### config.mk
export PLATFORM = sky130hd
export DESIGN_NAME = seg_scan_ctrl
export DESIGN_NICKNAME = d
export VERILOG_FILES = /design/src/rtl/seg_scan_pkg.sv /design/src/rtl/seg_scan_ctrl_dec.sv /design/src/rtl/seg_scan_ctrl.sv
export SDC_FILE = /design/constraint.sdc
export NUM_CORES = 1
export LEC_CHECK = 0
export BUFFER_PORTS_ARGS = -buffer_cell sky130_fd_sc_hd__clkbuf_2
export CAP_MARGIN = 20
export CELL_PAD_IN_SITES_DETAIL_PLACEMENT = 2
export CELL_PAD_IN_SITES_GLOBAL_PLACEMENT = 2
export CORE_MARGIN = 4
export CORE_UTILIZATION = 33
export DETAILED_ROUTE_END_ITERATION = 10
export PLACE_DENSITY = 0.72
export SYNTH_ARGS = -nofsm -noshare
export SYNTH_HDL_FRONTEND = slang
export SYNTH_SLANG_ARGS = --single-unit
### constraint.sdc
create_clock -name clk -period 3 [get_ports clk]
set_input_delay 0.45 -clock clk [delete_from_list [all_inputs] [get_ports clk]]
set_output_delay 0.45 -clock clk [all_outputs]
set_load 0.01 [all_outputs]
### src/rtl/seg_scan_pkg.sv
// rtl/seg_scan_pkg.sv - shared constants, state encoding and sizing helper for seg_scan_ctrl
package seg_scan_pkg;

    localparam logic [7:0] SEG_BLANK = 8'hFF;

    typedef enum logic {
        BLANK = 1'b0,
        DRIVE = 1'b1
    } scan_state_t;

    // Wide enough to hold max(a, b) - 1, never narrower than one bit.
    function automatic int cnt_width(input int a, input int b);
        int m;
        m = (a > b) ? a : b;
        return (m < 2) ? 1 : $clog2(m);
    endfunction

endpackage

### src/rtl/seg_scan_ctrl_dec.sv
// rtl/seg_scan_ctrl_dec.sv - hex nibble to active-low 7-segment pattern, bit7 (dp) left dark
module seg_scan_ctrl_dec (
    input  logic [3:0] code,
    output logic [7:0] patt
);

    always_comb begin
        case (code)
            4'h0:    patt = 8'hC0;
            4'h1:    patt = 8'hF9;
            4'h2:    patt = 8'hA4;
            4'h3:    patt = 8'hB0;
            4'h4:    patt = 8'h99;
            4'h5:    patt = 8'h92;
            4'h6:    patt = 8'h82;
            4'h7:    patt = 8'hF8;
            4'h8:    patt = 8'h80;
            4'h9:    patt = 8'h90;
            4'hA:    patt = 8'h88;
            4'hB:    patt = 8'h83;
            4'hC:    patt = 8'hC6;
            4'hD:    patt = 8'hA1;
            4'hE:    patt = 8'h86;
            default: patt = 8'h8E;
        endcase
    end

endmodule

### src/rtl/seg_scan_ctrl.sv
// rtl/seg_scan_ctrl.sv - N-digit multiplexed 7-segment scanner with tear-free shadow and commit handshake
// Optional leading-zero suppression when SEG_SCAN_LZ_BLANK_EN is defined.
module seg_scan_ctrl
    import seg_scan_pkg::*;
#(
    parameter int NUM_DIGITS = 8,
    parameter int SCAN_DIV   = 50000,
    parameter int BLANK_CYC  = 500
) (
    input  logic                    clk,
    input  logic                    rst_n,
    input  logic [4*NUM_DIGITS-1:0] data_in,
    input  logic [NUM_DIGITS-1:0]   dp_in,
    input  logic [NUM_DIGITS-1:0]   en_in,
    input  logic                    upd_req,
    output logic                    upd_ack,
    output logic [NUM_DIGITS-1:0]   an,
    output logic [7:0]              seg,
    output logic                    frame_start
);

    localparam int CW = cnt_width(SCAN_DIV, BLANK_CYC);
    localparam int IW = (NUM_DIGITS <= 2) ? 1 : $clog2(NUM_DIGITS);

    localparam logic [CW-1:0] DRIVE_LOAD = CW'(SCAN_DIV - 1);
    localparam logic [CW-1:0] BLANK_LOAD = CW'(BLANK_CYC - 1);
    localparam logic [IW-1:0] LAST_IDX   = IW'(NUM_DIGITS - 1);

    scan_state_t               state;
    logic [CW-1:0]             cnt;
    logic [IW-1:0]             idx;
    logic [4*NUM_DIGITS-1:0]   data_sh;
    logic [NUM_DIGITS-1:0]     dp_sh;
    logic [NUM_DIGITS-1:0]     en_sh;

    logic [NUM_DIGITS-1:0]     lz_mask;
    logic [3:0]                nib;
    logic                      dp_cur;
    logic                      en_cur;
    logic                      lz_cur;
    logic [7:0]                patt;
    logic [7:0]                digit_seg;
    logic [NUM_DIGITS-1:0]     digit_an;

`ifdef SEG_SCAN_LZ_BLANK_EN
    // Walk from the most significant digit down; the run of suppressible
    // zeros ends at the first lit dp or the first enabled non-zero digit.
    always_comb begin
        logic run;
        run     = 1'b1;
        lz_mask = '0;
        for (int i = NUM_DIGITS - 1; i >= 1; i--) begin
            if (dp_sh[i]) run = 1'b0;
            if (run && (data_sh[4*i +: 4] == 4'h0)) lz_mask[i] = 1'b1;
            if (en_sh[i] && (data_sh[4*i +: 4] != 4'h0)) run = 1'b0;
        end
    end
`else
    assign lz_mask = '0;
`endif

    always_comb begin
        nib    = 4'h0;
        dp_cur = 1'b0;
        en_cur = 1'b0;
        lz_cur = 1'b0;
        for (int i = 0; i < NUM_DIGITS; i++) begin
            if (idx == IW'(i)) begin
                nib    = data_sh[4*i +: 4];
                dp_cur = dp_sh[i];
                en_cur = en_sh[i];
                lz_cur = lz_mask[i];
            end
        end
    end

    seg_scan_ctrl_dec u_dec (
        .code (nib),
        .patt (patt)
    );

    always_comb begin
        digit_seg = {patt[7] & ~dp_cur, patt[6:0]};
        if (!en_cur || lz_cur) digit_seg = SEG_BLANK;
    end

    always_comb begin
        digit_an = '1;
        for (int i = 0; i < NUM_DIGITS; i++) begin
            if (idx == IW'(i)) digit_an[i] = ~en_cur;
        end
    end

    // idx only moves on DRIVE exit, so on BLANK exit the selected digit is already the one being entered.
    always_ff @(posedge clk or negedge rst_n) begin
        if (!rst_n) begin
            state       <= BLANK;
            cnt         <= '0;
            idx         <= '0;
            data_sh     <= '0;
            dp_sh       <= '0;
            en_sh       <= '0;
            an          <= '1;
            seg         <= SEG_BLANK;
            upd_ack     <= 1'b0;
            frame_start <= 1'b0;
        end else begin
            upd_ack     <= 1'b0;
            frame_start <= 1'b0;
            case (state)
                BLANK: begin
                    if (cnt == '0) begin
                        state       <= DRIVE;
                        cnt         <= DRIVE_LOAD;
                        an          <= digit_an;
                        seg         <= digit_seg;
                        frame_start <= (idx == '0);
                    end else begin
                        cnt <= cnt - 1'b1;
                    end
                end
                DRIVE: begin
                    if (cnt == '0) begin
                        state <= BLANK;
                        cnt   <= BLANK_LOAD;
                        an    <= '1;
                        seg   <= SEG_BLANK;
                        if (idx == LAST_IDX) begin
                            idx <= '0;
                            if (upd_req) begin
                                data_sh <= data_in;
                                dp_sh   <= dp_in;
                                en_sh   <= en_in;
                                upd_ack <= 1'b1;
                            end
                        end else begin
                            idx <= idx + 1'b1;
                        end
                    end else begin
                        cnt <= cnt - 1'b1;
                    end
                end
                default: begin
                    state <= BLANK;
                    cnt   <= '0;
                end
            endcase
        end
    end

endmodule

==> flow_summary.json <==
{
  "maxCapViolations": 0,
  "endpoint_kind": "flip-flop",
  "drc": 0,
  "seq_area_frac_synth_pct": 49.9,
  "seq_area_um2": 2170,
  "slew_headroom_pct": 35.3,
  "peakVddDrop_uv": 363,
  "hold_viol": 0,
  "numPortBuffers": 68,
  "synth_async_sr_flop_share_pct": 100,
  "crit_start": "cnt[7]",
  "rrSetupSlack_ns": 0.16,
  "syn_area_um2": 4350,
  "viasPerCell": 5.08,
  "worst_slew_pin_slew_ns": 0.958,
  "critPathMaxFanout": 20,
  "synth_seq_cells": 86,
  "seq_power_share_pct": 47.7,
  "path_class": "reg2reg",
  "yosys_warnings": 0,
  "grt_antenna_before_repair": 0,
  "clk_pin_slew_ns": 0.06,
  "netSwitchingPower_mw": 0.498,
  "routedWlPerCell_um": 18.7,
  "diodes": 0,
  "die_width_um": 123,
  "ctsHoldBuffers": 0,
  "reg2reg_from": "cnt[7]",
  "drt_iter0_markers": 105,
  "clock_skew_ns": 0.00904,
  "io_pins": 69,
  "p_int_mw": 1.94,
  "routabilityCongestion": 0.806,
  "avgSynthCellArea_um2": 10.9,
  "clkPwrFrac_pct": 49.8,
  "routed_wl_mm": 12.3,
  "groute.usage.overall_pct": 17.7,
  "drtAntennaViolNets": 0,
  "cts_max_level": 3,
  "clk_latency_ns": 0.35,
  "setup_tns_ns": 0,
  "slew_violations": 0,
  "cp.arrival_ns": 3.07,
  "yosysUniqueCellTypes": 53,
  "final.min_clock_period_ns": 2.84,
  "power.density_nw_per_um2": 452,
  "setup_violations": 0,
  "cts_inserted_buffers": 9,
  "p_sw_share_pct": 20.4,
  "syn2layout_area_growth_pct": 23.9,
  "overflow": 0,
  "first_global_vias": 3842,
  "vias": 3345,
  "power_mw": 2.44,
  "die_y_um": 123,
  "drt_first_pass_iters": 4,
  "rsz0062_at_grt": "false",
  "fin_crit_sh_pct": 94.8,
  "nets": 551,
  "hp-class": "in2async",
  "initial_utilization_pct": 34.0,
  "synth_nets": 468,
  "grt_start_max_net_pins": 48,
  "fillers": 1359,
  "layout-drive-gt1-share_pct": 38.4,
  "cts_tree": "done",
  "timing.fmax_mhz": 352,
  "multi_input_area_um2": 2060,
  "synth_top_flop_cell": "dfrtp_1",
  "p_comb_share_pct": 2.5,
  "leakage_nw": 2.62,
  "clock_path_buffers": 2,
  "core_area_um2": 12800,
  "clock_tree.root_cell": "clkbuf_16",
  "rows": 41,
  "outcome": "finished clean",
  "numClockSinks": 86,
  "required_ns": 3.23,
  "grt_pass1_wl_mm": 20.4,
  "hpwl_mm": 9.10,
  "synthCells": 399,
  "synth_edf_count": 0,
  "crit_path_start_kind": "flip-flop",
  "die_area_um2": 15100
}
-- cell usage after synthesis (2+ instances only) --
| library cell | n | share of area [%] |
|---|---|---|
| or4_1 | 2 | 0.35 |
| ha_1 | 18 | 5.2 |
| nor2_1 | 34 | 2.9 |
| a21oi_1 | 32 | 3.7 |
| inv_1 | 19 | 1.6 |
| or3_1 | 6 | 0.86 |
| nand2_1 | 29 | 2.5 |
| xnor2_1 | 8 | 1.6 |
| buf_2 | 4 | 0.46 |
| xor2_1 | 4 | 0.81 |
| dfstp_2 | 16 | 9.7 |
| a22oi_1 | 2 | 0.35 |
| nor2b_1 | 4 | 0.58 |
| o21ba_2 | 2 | 0.46 |
| a31oi_1 | 10 | 1.4 |
| buf_6 | 2 | 0.52 |
| nand2b_1 | 3 | 0.43 |
| o31ai_1 | 3 | 0.52 |
| o21ai_0 | 14 | 1.6 |
| and3_1 | 5 | 0.72 |
| dfrtp_1 | 70 | 40 |
| clkbuf_1 | 12 | 1.0 |
| nand3_1 | 6 | 0.69 |
| nand3b_1 | 5 | 0.86 |
| a211oi_1 | 4 | 0.69 |
| a221oi_1 | 4 | 0.81 |
| nor3_1 | 7 | 0.81 |
| o22a_1 | 2 | 0.40 |
| mux2_4 | 9 | 3.1 |
| o211ai_1 | 2 | 0.35 |
| mux2_2 | 39 | 10 |
-- area by class of cell --
class	count	share of cell area (%)
timing repair buffer	91	10.2
inverter	21	1.49
sequential	86	40.3
clock inverter	4	1.30
multi-input combinational	273	38.2
tap	172	3.99
clock buffer	12	4.57
-- placed cells by master, fill, tap and decap left out, drive strengths merged, types with 6 or more instances in the layout --
cell type	synthesis	layout
a21oi	32	32
clkbuf	12	79
dfstp	16	16
mux2	48	48
nand3	6	6
xnor2	8	8
nor3	8	8
a31oi	10	10
or3	7	7
buf	7	24
o21ai	14	14
nand2	29	29
ha	18	18
nor2	34	34
inv	19	19
dfrtp	70	70
-- state kept, by name, summed over array words and instances (netlist names) --
register	flops
dp_sh	8
en_sh	8
an	8
frame_start	1
idx	3
data_sh	32
upd_ack	1
seg	8
state	1
cnt	16
-- worst paths after layout --
path	end	cells after the start
worst max-delay path	dp_sh[3]	9
worst min register to register	an[3]	2
max in group asynchronous	seg[2]	2
worst min-delay path	data_sh[24]	1
worst max register to register	dp_sh[3]	9
min in group clk	data_sh[23]	2
-- metal layers --
layer	global-route usage, %	wire length [µm]
met1	22.4	5440
met2	30.1	6240
met3	4.61	481
met4	4.83	129
met5	0	0
-- per-stage QoR --
stage	util (%)	instances	area [µm²]	hold slack, ns	worst slack [ns]
3_5_place_dp	39.2	641	5000	0.481	-0.0714
4_1_cts	41.7	657	5330	0.100	0.0358
2_1_floorplan	-	399	4370	0.154	0.00791
6_report	42.2	659	5390	0.0908	0.157
3_3_place_gp	39.2	641	5000	0.468	0.0276
5_1_grt	42.2	659	5390	0.128	0.0182
-- critical path: stages, from the launching register on --
cell and delay [ns]:
dfrtp_1 0.42, or4_4 0.56, or3_4 0.37, nor3_4 0.17, nand4b_4 0.13, buf_4 0.23, clkinv_2 0.11, nand4_2 0.15
buf_4 0.25, mux2_2 0.31
-- cell families after synthesis --
logic type / after synthesis / synth area share (%)
and+or+nand+nor: 109 / 12.8
AOI/OAI and AO/OA: 85 / 12.3
DFF: 86 / 49.9
adders and majority gates: 18 / 5.18
xor gates and xnor gates: 12 / 2.42
muxes: 49 / 13.4
buffers and inverters: 40 / 3.94
-- power by group through the flow --
stage	clock, mW	sequential [mW]	combinational [mW]
after detailed placement	0	1.18	0.0649
after global placement	0	1.18	0.0628
final	1.21	1.16	0.0616
after global routing	1.32	1.16	0.0715
after floorplan	0	1.18	0.000872
after CTS	1.25	1.16	0.0653
-- repair_timing --
item | 4_1_cts | 5_1_grt
setup endpoints to repair | 11 | 16
buffers inserted | 0 | 2
resized for setup | 1 | 12
pin swaps | 0 | 3
(Power assumes the default switching activity.)
